`src/rtl/regfile_pkg.sv`:
```
// Shared definitions for the register-file write sequencer.
// Holds the register-file geometry, the sequencer FSM state encoding and
// the packed layout of one queued write request.
package regfile_pkg;

  localparam int RF_ADDR_W = 3;
  localparam int RF_DATA_W = 8;
  localparam int RF_NREGS  = 8;

  // One request as stored in the FIFO: {addr, data, verify}
  localparam int REQ_W = RF_ADDR_W + RF_DATA_W + 1;

  typedef enum logic [2:0] {
    IDLE  = 3'd0,
    ISSUE = 3'd1,
    WAIT  = 3'd2,
    CHECK = 3'd3,
    CLEAR = 3'd4
  } state_e;

  typedef struct packed {
    logic [RF_ADDR_W-1:0] addr;
    logic [RF_DATA_W-1:0] data;
    logic                 verify;
  } req_t;

endpackage

```
`src/rtl/reg_write_sequencer_if.sv`:
```
// Write-request handshake between an upstream producer and the sequencer.
//   REQ_VALID  : producer has a request on REQ_ADDR/REQ_DATA/REQ_VERIFY
//   REQ_READY  : sequencer can take it this cycle
//   REQ_ADDR   : target register number
//   REQ_DATA   : value to write
//   REQ_VERIFY : read the register back after writing and compare
// master = producer side, slave = sequencer side.
interface reg_write_sequencer_if;
  import regfile_pkg::*;

  logic                 REQ_VALID;
  logic                 REQ_READY;
  logic [RF_ADDR_W-1:0] REQ_ADDR;
  logic [RF_DATA_W-1:0] REQ_DATA;
  logic                 REQ_VERIFY;

  modport master (
    output REQ_VALID, REQ_ADDR, REQ_DATA, REQ_VERIFY,
    input  REQ_READY
  );

  modport slave (
    input  REQ_VALID, REQ_ADDR, REQ_DATA, REQ_VERIFY,
    output REQ_READY
  );

endinterface

```
`src/rtl/reg_write_sequencer_req_fifo.sv`:
```
// Synchronous request FIFO with full/empty flags.
//   i_clk, i_rst_n : clock, asynchronous active-low reset (empties the FIFO)
//   i_push, i_data : write one entry (ignored when full)
//   i_pop          : drop the head entry (ignored when empty)
//   o_data         : head entry, valid whenever o_empty=0
//   o_full/o_empty : occupancy flags
module req_fifo #(
  parameter int DEPTH = 4,
  parameter int WIDTH = 12
) (
  input  logic             i_clk,
  input  logic             i_rst_n,
  input  logic             i_push,
  input  logic [WIDTH-1:0] i_data,
  input  logic             i_pop,
  output logic [WIDTH-1:0] o_data,
  output logic             o_full,
  output logic             o_empty
);

  localparam int AW = (DEPTH > 1) ? $clog2(DEPTH) : 1;

  logic [WIDTH-1:0] r_mem [DEPTH];
  logic [AW-1:0]    r_wptr;
  logic [AW-1:0]    r_rptr;
  logic [AW:0]      r_count;
  logic             w_push;
  logic             w_pop;

  assign w_push  = i_push && !o_full;
  assign w_pop   = i_pop && !o_empty;
  assign o_full  = (r_count == (AW+1)'(DEPTH));
  assign o_empty = (r_count == '0);
  assign o_data  = r_mem[r_rptr];

  // DEPTH is a power of two, so the pointers wrap naturally.
  always_ff @(posedge i_clk or negedge i_rst_n) begin
    if (!i_rst_n) begin
      r_wptr  <= '0;
      r_rptr  <= '0;
      r_count <= '0;
    end else begin
      if (w_push) r_wptr <= r_wptr + 1'b1;
      if (w_pop)  r_rptr <= r_rptr + 1'b1;
      case ({w_push, w_pop})
        2'b10:   r_count <= r_count + 1'b1;
        2'b01:   r_count <= r_count - 1'b1;
        default: r_count <= r_count;
      endcase
    end
  end

  // Storage is not reset; the pointers and count define what is valid.
  always_ff @(posedge i_clk) begin
    if (w_push) r_mem[r_wptr] <= i_data;
  end

endmodule

```
`src/rtl/reg_write_sequencer.sv`:
```
// Register-file write initiator.
// Queues (address, data, verify) requests, issues them one per cycle onto
// the register file's WRITE/INADDRESS/IN inputs, optionally reads each one
// back through OUT1 and flags the first mismatch, and can zero all
// registers with a bulk-clear sequence.
//   CLK, RESET         : clock, asynchronous active-low reset
//   req (slave)        : REQ_VALID/READY/ADDR/DATA/VERIFY request handshake
//   CLEAR_START        : one-cycle pulse, zero registers 0..7
//   WRITE/INADDRESS/IN : register-file write port (registered)
//   OUT1ADDRESS, OUT1  : register-file read port used for verify
//   BUSY               : work queued or in progress
//   ERR, ERR_ADDR      : sticky verify mismatch and its register number
//   WR_COUNT           : writes issued, modulo 256
module reg_write_sequencer
  import regfile_pkg::*;
#(
  parameter int DEPTH       = 4,
  parameter int VERIFY_WAIT = 1
) (
  input  logic                 CLK,
  input  logic                 RESET,
  reg_write_sequencer_if.slave req,
  input  logic                 CLEAR_START,
  output logic                 WRITE,
  output logic [RF_ADDR_W-1:0] INADDRESS,
  output logic [RF_DATA_W-1:0] IN,
  output logic [RF_ADDR_W-1:0] OUT1ADDRESS,
  input  logic [RF_DATA_W-1:0] OUT1,
  output logic                 BUSY,
  output logic                 ERR,
  output logic [RF_ADDR_W-1:0] ERR_ADDR,
  output logic [7:0]           WR_COUNT
);

  localparam int WAIT_W = (VERIFY_WAIT > 1) ? $clog2(VERIFY_WAIT) : 1;
  localparam logic [WAIT_W-1:0]    WAIT_LAST = WAIT_W'(VERIFY_WAIT - 1);
  localparam logic [RF_ADDR_W-1:0] CLR_LAST  = RF_ADDR_W'(RF_NREGS - 1);

  state_e               r_state, w_state_n;
  logic                 r_write, w_write_n;
  logic [RF_ADDR_W-1:0] r_inaddr, w_inaddr_n;
  logic [RF_DATA_W-1:0] r_in, w_in_n;
  logic [RF_ADDR_W-1:0] r_rdaddr, w_rdaddr_n;
  logic                 r_verify, w_verify_n;
  logic [WAIT_W-1:0]    r_wait, w_wait_n;
  logic [RF_ADDR_W-1:0] r_clr, w_clr_n;
  logic                 r_err, w_err_n;
  logic [RF_ADDR_W-1:0] r_err_addr, w_err_addr_n;
  logic [7:0]           r_wr_count, w_wr_count_n;

  logic                 w_ready;
  logic                 w_push;
  logic                 w_pop;
  logic                 w_load;
  logic                 w_full;
  logic                 w_empty;
  logic [REQ_W-1:0]     w_fifo_rdata;
  req_t                 w_head;

  // READY is forced low while in reset so nothing is accepted then.
  assign w_ready       = RESET && !w_full && (r_state != CLEAR);
  assign req.REQ_READY = w_ready;
  assign w_push        = req.REQ_VALID && w_ready;
  assign w_head        = w_fifo_rdata;

  req_fifo #(
    .DEPTH (DEPTH),
    .WIDTH (REQ_W)
  ) u_req_fifo (
    .i_clk   (CLK),
    .i_rst_n (RESET),
    .i_push  (w_push),
    .i_data  ({req.REQ_ADDR, req.REQ_DATA, req.REQ_VERIFY}),
    .i_pop   (w_pop),
    .o_data  (w_fifo_rdata),
    .o_full  (w_full),
    .o_empty (w_empty)
  );

  always_comb begin
    w_state_n    = r_state;
    w_write_n    = 1'b0;
    w_inaddr_n   = r_inaddr;
    w_in_n       = r_in;
    w_rdaddr_n   = r_rdaddr;
    w_verify_n   = r_verify;
    w_wait_n     = r_wait;
    w_clr_n      = r_clr;
    w_err_n      = r_err;
    w_err_addr_n = r_err_addr;
    w_wr_count_n = r_wr_count;
    w_load       = 1'b0;
    w_pop        = 1'b0;

    case (r_state)
      IDLE: begin
        // Clear wins over queued work; the queue is left intact.
        if (CLEAR_START) begin
          w_state_n    = CLEAR;
          w_write_n    = 1'b1;
          w_inaddr_n   = '0;
          w_in_n       = '0;
          w_clr_n      = '0;
          w_wr_count_n = r_wr_count + 8'd1;
        end else if (!w_empty) begin
          w_state_n = ISSUE;
          w_load    = 1'b1;
        end
      end
      ISSUE: begin
        // A verify must complete before the next write goes out.
        if (r_verify) begin
          w_state_n = WAIT;
          w_wait_n  = '0;
        end else if (!w_empty) begin
          w_load = 1'b1;
        end else begin
          w_state_n = IDLE;
        end
      end
      WAIT: begin
        if (r_wait == WAIT_LAST) w_state_n = CHECK;
        else                     w_wait_n  = r_wait + 1'b1;
      end
      CHECK: begin
        // r_in still holds the data that was written to r_rdaddr.
        if ((OUT1 != r_in) && !r_err) begin
          w_err_n      = 1'b1;
          w_err_addr_n = r_rdaddr;
        end
        w_state_n = IDLE;
      end
      CLEAR: begin
        if (r_clr == CLR_LAST) begin
          w_state_n = IDLE;
        end else begin
          w_write_n    = 1'b1;
          w_clr_n      = r_clr + 1'b1;
          w_inaddr_n   = r_clr + 1'b1;
          w_wr_count_n = r_wr_count + 8'd1;
        end
      end
      default: w_state_n = IDLE;
    endcase

    if (w_load) begin
      w_pop        = 1'b1;
      w_write_n    = 1'b1;
      w_inaddr_n   = w_head.addr;
      w_in_n       = w_head.data;
      w_rdaddr_n   = w_head.addr;
      w_verify_n   = w_head.verify;
      w_wr_count_n = r_wr_count + 8'd1;
    end
  end

  always_ff @(posedge CLK or negedge RESET) begin
    if (!RESET) begin
      r_state    <= IDLE;
      r_write    <= 1'b0;
      r_inaddr   <= '0;
      r_in       <= '0;
      r_rdaddr   <= '0;
      r_verify   <= 1'b0;
      r_wait     <= '0;
      r_clr      <= '0;
      r_err      <= 1'b0;
      r_err_addr <= '0;
      r_wr_count <= '0;
    end else begin
      r_state    <= w_state_n;
      r_write    <= w_write_n;
      r_inaddr   <= w_inaddr_n;
      r_in       <= w_in_n;
      r_rdaddr   <= w_rdaddr_n;
      r_verify   <= w_verify_n;
      r_wait     <= w_wait_n;
      r_clr      <= w_clr_n;
      r_err      <= w_err_n;
      r_err_addr <= w_err_addr_n;
      r_wr_count <= w_wr_count_n;
    end
  end

  assign WRITE       = r_write;
  assign INADDRESS   = r_inaddr;
  assign IN          = r_in;
  assign OUT1ADDRESS = r_rdaddr;
  assign ERR         = r_err;
  assign ERR_ADDR    = r_err_addr;
  assign WR_COUNT    = r_wr_count;
  assign BUSY        = !w_empty || (r_state != IDLE);

endmodule

```
`src/flat_wrapper.sv`:
```
// flat-port wrapper written by rule: the top's interface ports become plain ports
module reg_write_sequencer_flat import regfile_pkg::*;
#(
  parameter int DEPTH       = 4,
  parameter int VERIFY_WAIT = 1
)
  (CLK, RESET, CLEAR_START, WRITE, INADDRESS, IN, OUT1ADDRESS, OUT1, BUSY, ERR, ERR_ADDR, WR_COUNT, req_REQ_VALID, req_REQ_ADDR, req_REQ_DATA, req_REQ_VERIFY, req_REQ_READY);
  reg_write_sequencer_if req_i ();
  input  logic CLK;
  input  logic RESET;
  input  logic CLEAR_START;
  output logic WRITE;
  output logic [RF_ADDR_W-1:0] INADDRESS;
  output logic [RF_DATA_W-1:0] IN;
  output logic [RF_ADDR_W-1:0] OUT1ADDRESS;
  input  logic [RF_DATA_W-1:0] OUT1;
  output logic BUSY;
  output logic ERR;
  output logic [RF_ADDR_W-1:0] ERR_ADDR;
  output logic [7:0] WR_COUNT;
  input wire logic [$bits(req_i.REQ_VALID)-1:0] req_REQ_VALID;
  input wire logic [$bits(req_i.REQ_ADDR)-1:0] req_REQ_ADDR;
  input wire logic [$bits(req_i.REQ_DATA)-1:0] req_REQ_DATA;
  input wire logic [$bits(req_i.REQ_VERIFY)-1:0] req_REQ_VERIFY;
  output wire logic [$bits(req_i.REQ_READY)-1:0] req_REQ_READY;
  assign req_i.REQ_VALID = req_REQ_VALID;
  assign req_i.REQ_ADDR = req_REQ_ADDR;
  assign req_i.REQ_DATA = req_REQ_DATA;
  assign req_i.REQ_VERIFY = req_REQ_VERIFY;
  assign req_REQ_READY = req_i.REQ_READY;
  reg_write_sequencer #(.DEPTH(DEPTH), .VERIFY_WAIT(VERIFY_WAIT)) u_core (.CLK(CLK), .RESET(RESET), .req(req_i), .CLEAR_START(CLEAR_START), .WRITE(WRITE), .INADDRESS(INADDRESS), .IN(IN), .OUT1ADDRESS(OUT1ADDRESS), .OUT1(OUT1), .BUSY(BUSY), .ERR(ERR), .ERR_ADDR(ERR_ADDR), .WR_COUNT(WR_COUNT));
endmodule
```
`config.mk`:
```
export PLATFORM = sky130hd
export DESIGN_NAME = reg_write_sequencer_flat
export DESIGN_NICKNAME = d
export VERILOG_FILES = /design/src/rtl/regfile_pkg.sv /design/src/rtl/reg_write_sequencer_if.sv /design/src/rtl/reg_write_sequencer_req_fifo.sv /design/src/rtl/reg_write_sequencer.sv /design/src/flat_wrapper.sv
export SDC_FILE = /design/constraint.sdc
export NUM_CORES = 1
export LEC_CHECK = 0
export ABC_AREA = 1
export CAP_MARGIN = 10
export CORE_AREA = 2 2 93 95
export DETAILED_ROUTE_END_ITERATION = 8
export DIE_AREA = 0 0 95 97
export DONT_BUFFER_PORTS = 1
export PLACE_DENSITY = 0.61
export SYNTH_ARGS = -nofsm -noshare
export SYNTH_HDL_FRONTEND = slang
export SYNTH_SLANG_ARGS = --single-unit
```
`constraint.sdc`:
```
create_clock -name CLK -period 5 [get_ports CLK]
set_input_delay 1.5 -clock CLK [delete_from_list [all_inputs] [get_ports CLK]]
set_output_delay 1.5 -clock CLK [all_outputs]
set_load 0.005 [all_outputs]
```
==> results.rst <==
.. list-table::
   :header-rows: 1

   * - Metric
     - Value
   * - Share of layout cells above drive strength 1
     - 6.77%
   * - Synthesized instance count
     - 377
   * - # Post-CTS Setup Buffers
     - 0
   * - FF-to-FF setup slack
     - 2.55 ns
   * - Initial core utilization
     - between 40 and 50%
   * - Number of iterations in the first detailed-routing pass
     - 4
   * - Wirelength, routed
     - a little over 7000 µm
   * - Number of antenna diodes
     - 0
   * - R2r endpoint
     - u_core.u_req_fifo.r_count[2]
   * - Least-Margin Pin Slew
     - 1.14 ns
   * - Depth of the most critical reg-to-reg path
     - 11
   * - Vias in the first global route
     - 2350
   * - Clock-pin slew on the worst setup and hold paths
     - 0.08 ns
   * - Sinks on Clock Net
     - 89
   * - Nets in the synthesized netlist
     - 410
   * - Upper clock frequency limit
     - 314 MHz
   * - Die height
     - 97 µm
   * - Startpoint of the lowest-slack register-to-register path
     - u_core.r_state[1]
   * - Remaining design rule violation count
     - 0
   * - Global Route Usage Sum
     - around 17%
   * - Area Growth Syn to Fin
     - 7.05%
   * - WHS Path Cells
     - 2
   * - Initial detailed-routing violation count
     - 84
   * - Mean number of vias per cell
     - 4.99
   * - Kind of end point of the critical path
     - primary output
   * - Via count
     - 2439
   * - Count of synthesis-stage warnings from yosys
     - 0
   * - Most common cell after layout, fill and taps aside
     - sky130_fd_sc_hd__nand2_1
   * - Tmin final
     - 3.19 ns
   * - Cell type with the largest total area after synthesis
     - sky130_fd_sc_hd__edfxtp_1
   * - Area contributors post-synth
     - sky130_fd_sc_hd__edfxtp_1 (37%), sky130_fd_sc_hd__dfrtp_1 (27%), sky130_fd_sc_hd__nand2_1 (10%)
   * - Slew margin rel.
     - 23.9%
   * - Buffers plus inverters on the worst setup path
     - 0
   * - Syn Std Cell Area
     - between 3000 and 4000 µm²
   * - Routed len/inst
     - 14.7 µm
   * - Routability-driven placement congestion ratio
     - a little under 0.8
   * - Remaining antenna violation count after routing
     - 0
   * - Required time reported for the critical path endpoint
     - between 3 and 4 ns
   * - Detailed placer's ending HPWL
     - 5030 µm
   * - Top fanout value on the critical path
     - 42
   * - Grt total ovfl
     - 0
   * - Start point of the worst hold path
     - u_core.r_clr[1]
   * - Final hold violation count
     - 0
   * - Final clock skew
     - roughly 0.012 ns
   * - Static Leakage
     - ~1.8 nW
   * - VDD IR-drop max
     - 0.217 mV
   * - TritonCTS clock tree
     - yes
   * - Max stage delay on crit path
     - 0.15 ns
   * - Sequential share of the synthesized area
     - 64.0%
   * - Nets@finish
     - 412
   * - Power per standard cell area
     - roughly 560 nW/µm²
   * - DP Area
     - 3930 µm²
   * - Total of max-cap violations
     - 0
   * - Fin crit share
     - 63.8%
   * - Average size of a mapped cell
     - 10.2 µm²
   * - Global-route wire length before repair
     - 11700 µm
   * - Level count of the clock H-tree
     - 3
   * - Area fraction of the dominant cell type after synthesis
     - between 30 and 40%
   * - Largest net degree at the start of global routing
     - 43
   * - Nature of the critical path startpoint
     - input pin
   * - Initial antenna violation count
     - 0
   * - Final design instance area without fill
     - just over 4000 µm²
   * - Clock tree buffer depth
     - 2
   * - Result of the run
     - completed
   * - Port buffer count
     - 0
   * - Ports
     - 53
   * - Most frequent cells in the layout
     - sky130_fd_sc_hd__nand2_1 (106), sky130_fd_sc_hd__edfxtp_1 (48), sky130_fd_sc_hd__dfrtp_1 (41), sky130_fd_sc_hd__inv_1 (39), sky130_fd_sc_hd__nor2_1 (37)
   * - Count of final setup violators
     - 0
   * - Clock latency on the worst-skew pair
     - 0.36 ns
   * - RSZ-0062 raised after global routing
     - no
   * - Site row count
     - 33
   * - Final number of max-transition violations
     - 0
   * - Post-layout worst setup margin
     - 1.81 ns
   * - Post-route core utilization
     - 50.7%
   * - Ordered list of cells on the worst path
     - nand2_1 > nor2_1
   * - Accumulated negative setup slack
     - 0 ns
   * - Core Footprint
     - 8130 µm²
   * - Worst hold margin
     - between 0.4 and 0.5 ns
   * - Delay-heaviest family, CP
     - simple AND/OR/NAND/NOR gates
   * - Number of instances resized during post-cts repair
     - 0
   * - Buffer cell driving the clock tree root
     - sky130_fd_sc_hd__clkbuf_8
   * - Type of the setup path with the least slack
     - input pin to primary output
   * - Class of the tightest hold or removal check
     - flip-flop to flip-flop
   * - Number of storage elements in the synthesis netlist
     - between 80 and 90
   * - Die Footprint
     - 9220 µm²
   * - Inserted Clock Buffers
     - 9
   * - Destination of the worst hold path
     - u_core.r_clr[1]
   * - Unique cell type count in the Yosys netlist
     - 27
   * - Number of hold buffers added after cts
     - 0
   * - Post-placement worst setup slack
     - roughly 1.7 ns
   * - CP arrival
     - 1.69 ns
   * - Total of fill cells in the finished design
     - about 730
   * - Die span in x
     - 95 µm
   * - Slowest cell on crit path
     - sky130_fd_sc_hd__nor2_1
## cell type report
| cell class | instances | area [µm²] | share of cell area [%] |
|---|---|---|---|
| Inverter | 39 | 146 | 3.55 |
| Clock buffer | 9 | 124 | 3.00 |
| Tap cell | 105 | 131 | 3.18 |
| Clock inverter | 7 | 70.1 | 1.70 |
| Multi-Input combinational cell | 240 | 1190 | 28.8 |
| Sequential cell | 89 | 2470 | 59.8 |
## stage by stage
stage,std cells,total power [mW]
final,489,2.33
after floorplan,377,1.69
after detailed placement,473,1.87
after CTS,489,2.35
after global placement,473,1.85
after global routing,489,2.52
## layer usage
layer  vias to the layer above  global-route usage (%)  wire length, µm
met2                        55                    26.1             3430
li1                       1231                       -                -
met3                         6                    6.31              390
met1                      1147                    21.7             3300
met4                         0                    4.68               83
met5                         -                       0                0
## sequential cells by signal, indices dropped and copies added (netlist names)
signal,cells
u_core.r_verify,1
u_core.OUT1ADDRESS,3
u_core.WRITE,1
u_core.u_req_fifo.r_rptr,2
u_core.ERR,1
u_core.r_clr,3
u_core.INADDRESS,3
u_core.ERR_ADDR,3
u_core.r_state,3
u_core.IN,8
u_core.WR_COUNT,8
u_core.u_req_fifo.r_count,3
u_core.u_req_fifo.r_mem,48
u_core.u_req_fifo.r_wptr,2
## cells by family (layout without fill, tap and decap cells)
logic type,after synthesis,in the layout,synth area share [%]
xor+xnor,12,12,2.73
buf+inv,48,55,5.19
fa+ha+maj,9,9,3.12
simple gates,168,168,17.8
flops,89,89,64.0
compound gates,51,51,7.11
## cell usage after synthesis
master and n:
sky130_fd_sc_hd__nor2_1 37, sky130_fd_sc_hd__nor4_1 1, sky130_fd_sc_hd__buf_6 1, sky130_fd_sc_hd__nand3_2 1, sky130_fd_sc_hd__o31ai_1 1, sky130_fd_sc_hd__xor2_1 4
sky130_fd_sc_hd__nor2_2 5, sky130_fd_sc_hd__xnor2_1 8, sky130_fd_sc_hd__nand3_1 11, sky130_fd_sc_hd__o21ai_1 1, sky130_fd_sc_hd__buf_2 1, sky130_fd_sc_hd__nor3_1 1
sky130_fd_sc_hd__o22ai_1 12, sky130_fd_sc_hd__nand4_1 1, sky130_fd_sc_hd__buf_8 1, sky130_fd_sc_hd__o21ai_0 34, sky130_fd_sc_hd__inv_1 39, sky130_fd_sc_hd__a31oi_1 1
sky130_fd_sc_hd__nor2_4 1, sky130_fd_sc_hd__ha_1 8, sky130_fd_sc_hd__fa_1 1, sky130_fd_sc_hd__nand2_2 4, sky130_fd_sc_hd__clkbuf_1 6, sky130_fd_sc_hd__a21oi_1 2
sky130_fd_sc_hd__nand2_1 106, sky130_fd_sc_hd__edfxtp_1 48, sky130_fd_sc_hd__dfrtp_1 41
## worst max path at each step
| stage | start | to | cells past startpoint |
|---|---|---|---|
| 2_1_floorplan | RESET | req_REQ_READY | 2 |
| 3_3_place_gp | RESET | u_core.u_req_fifo.r_mem[0][1] | 4 |
| 3_5_place_dp | RESET | u_core.u_req_fifo.r_mem[0][1] | 4 |
| 4_1_cts | RESET | req_REQ_READY | 2 |
| 5_1_grt | RESET | req_REQ_READY | 2 |
| 6_report | RESET | req_REQ_READY | 2 |
## where the power goes
| part | internal, mW | switching, mW | leakage [nW] | total, mW |
|---|---|---|---|---|
| logic | 0.251 | 0.479 | 0.729 | 0.730 |
| clock network | 0.230 | 0.252 | 0.0893 | 0.482 |
| registers | 0.941 | 0.173 | 0.949 | 1.11 |
No activity file was read; power rests on OpenSTA's default activity.
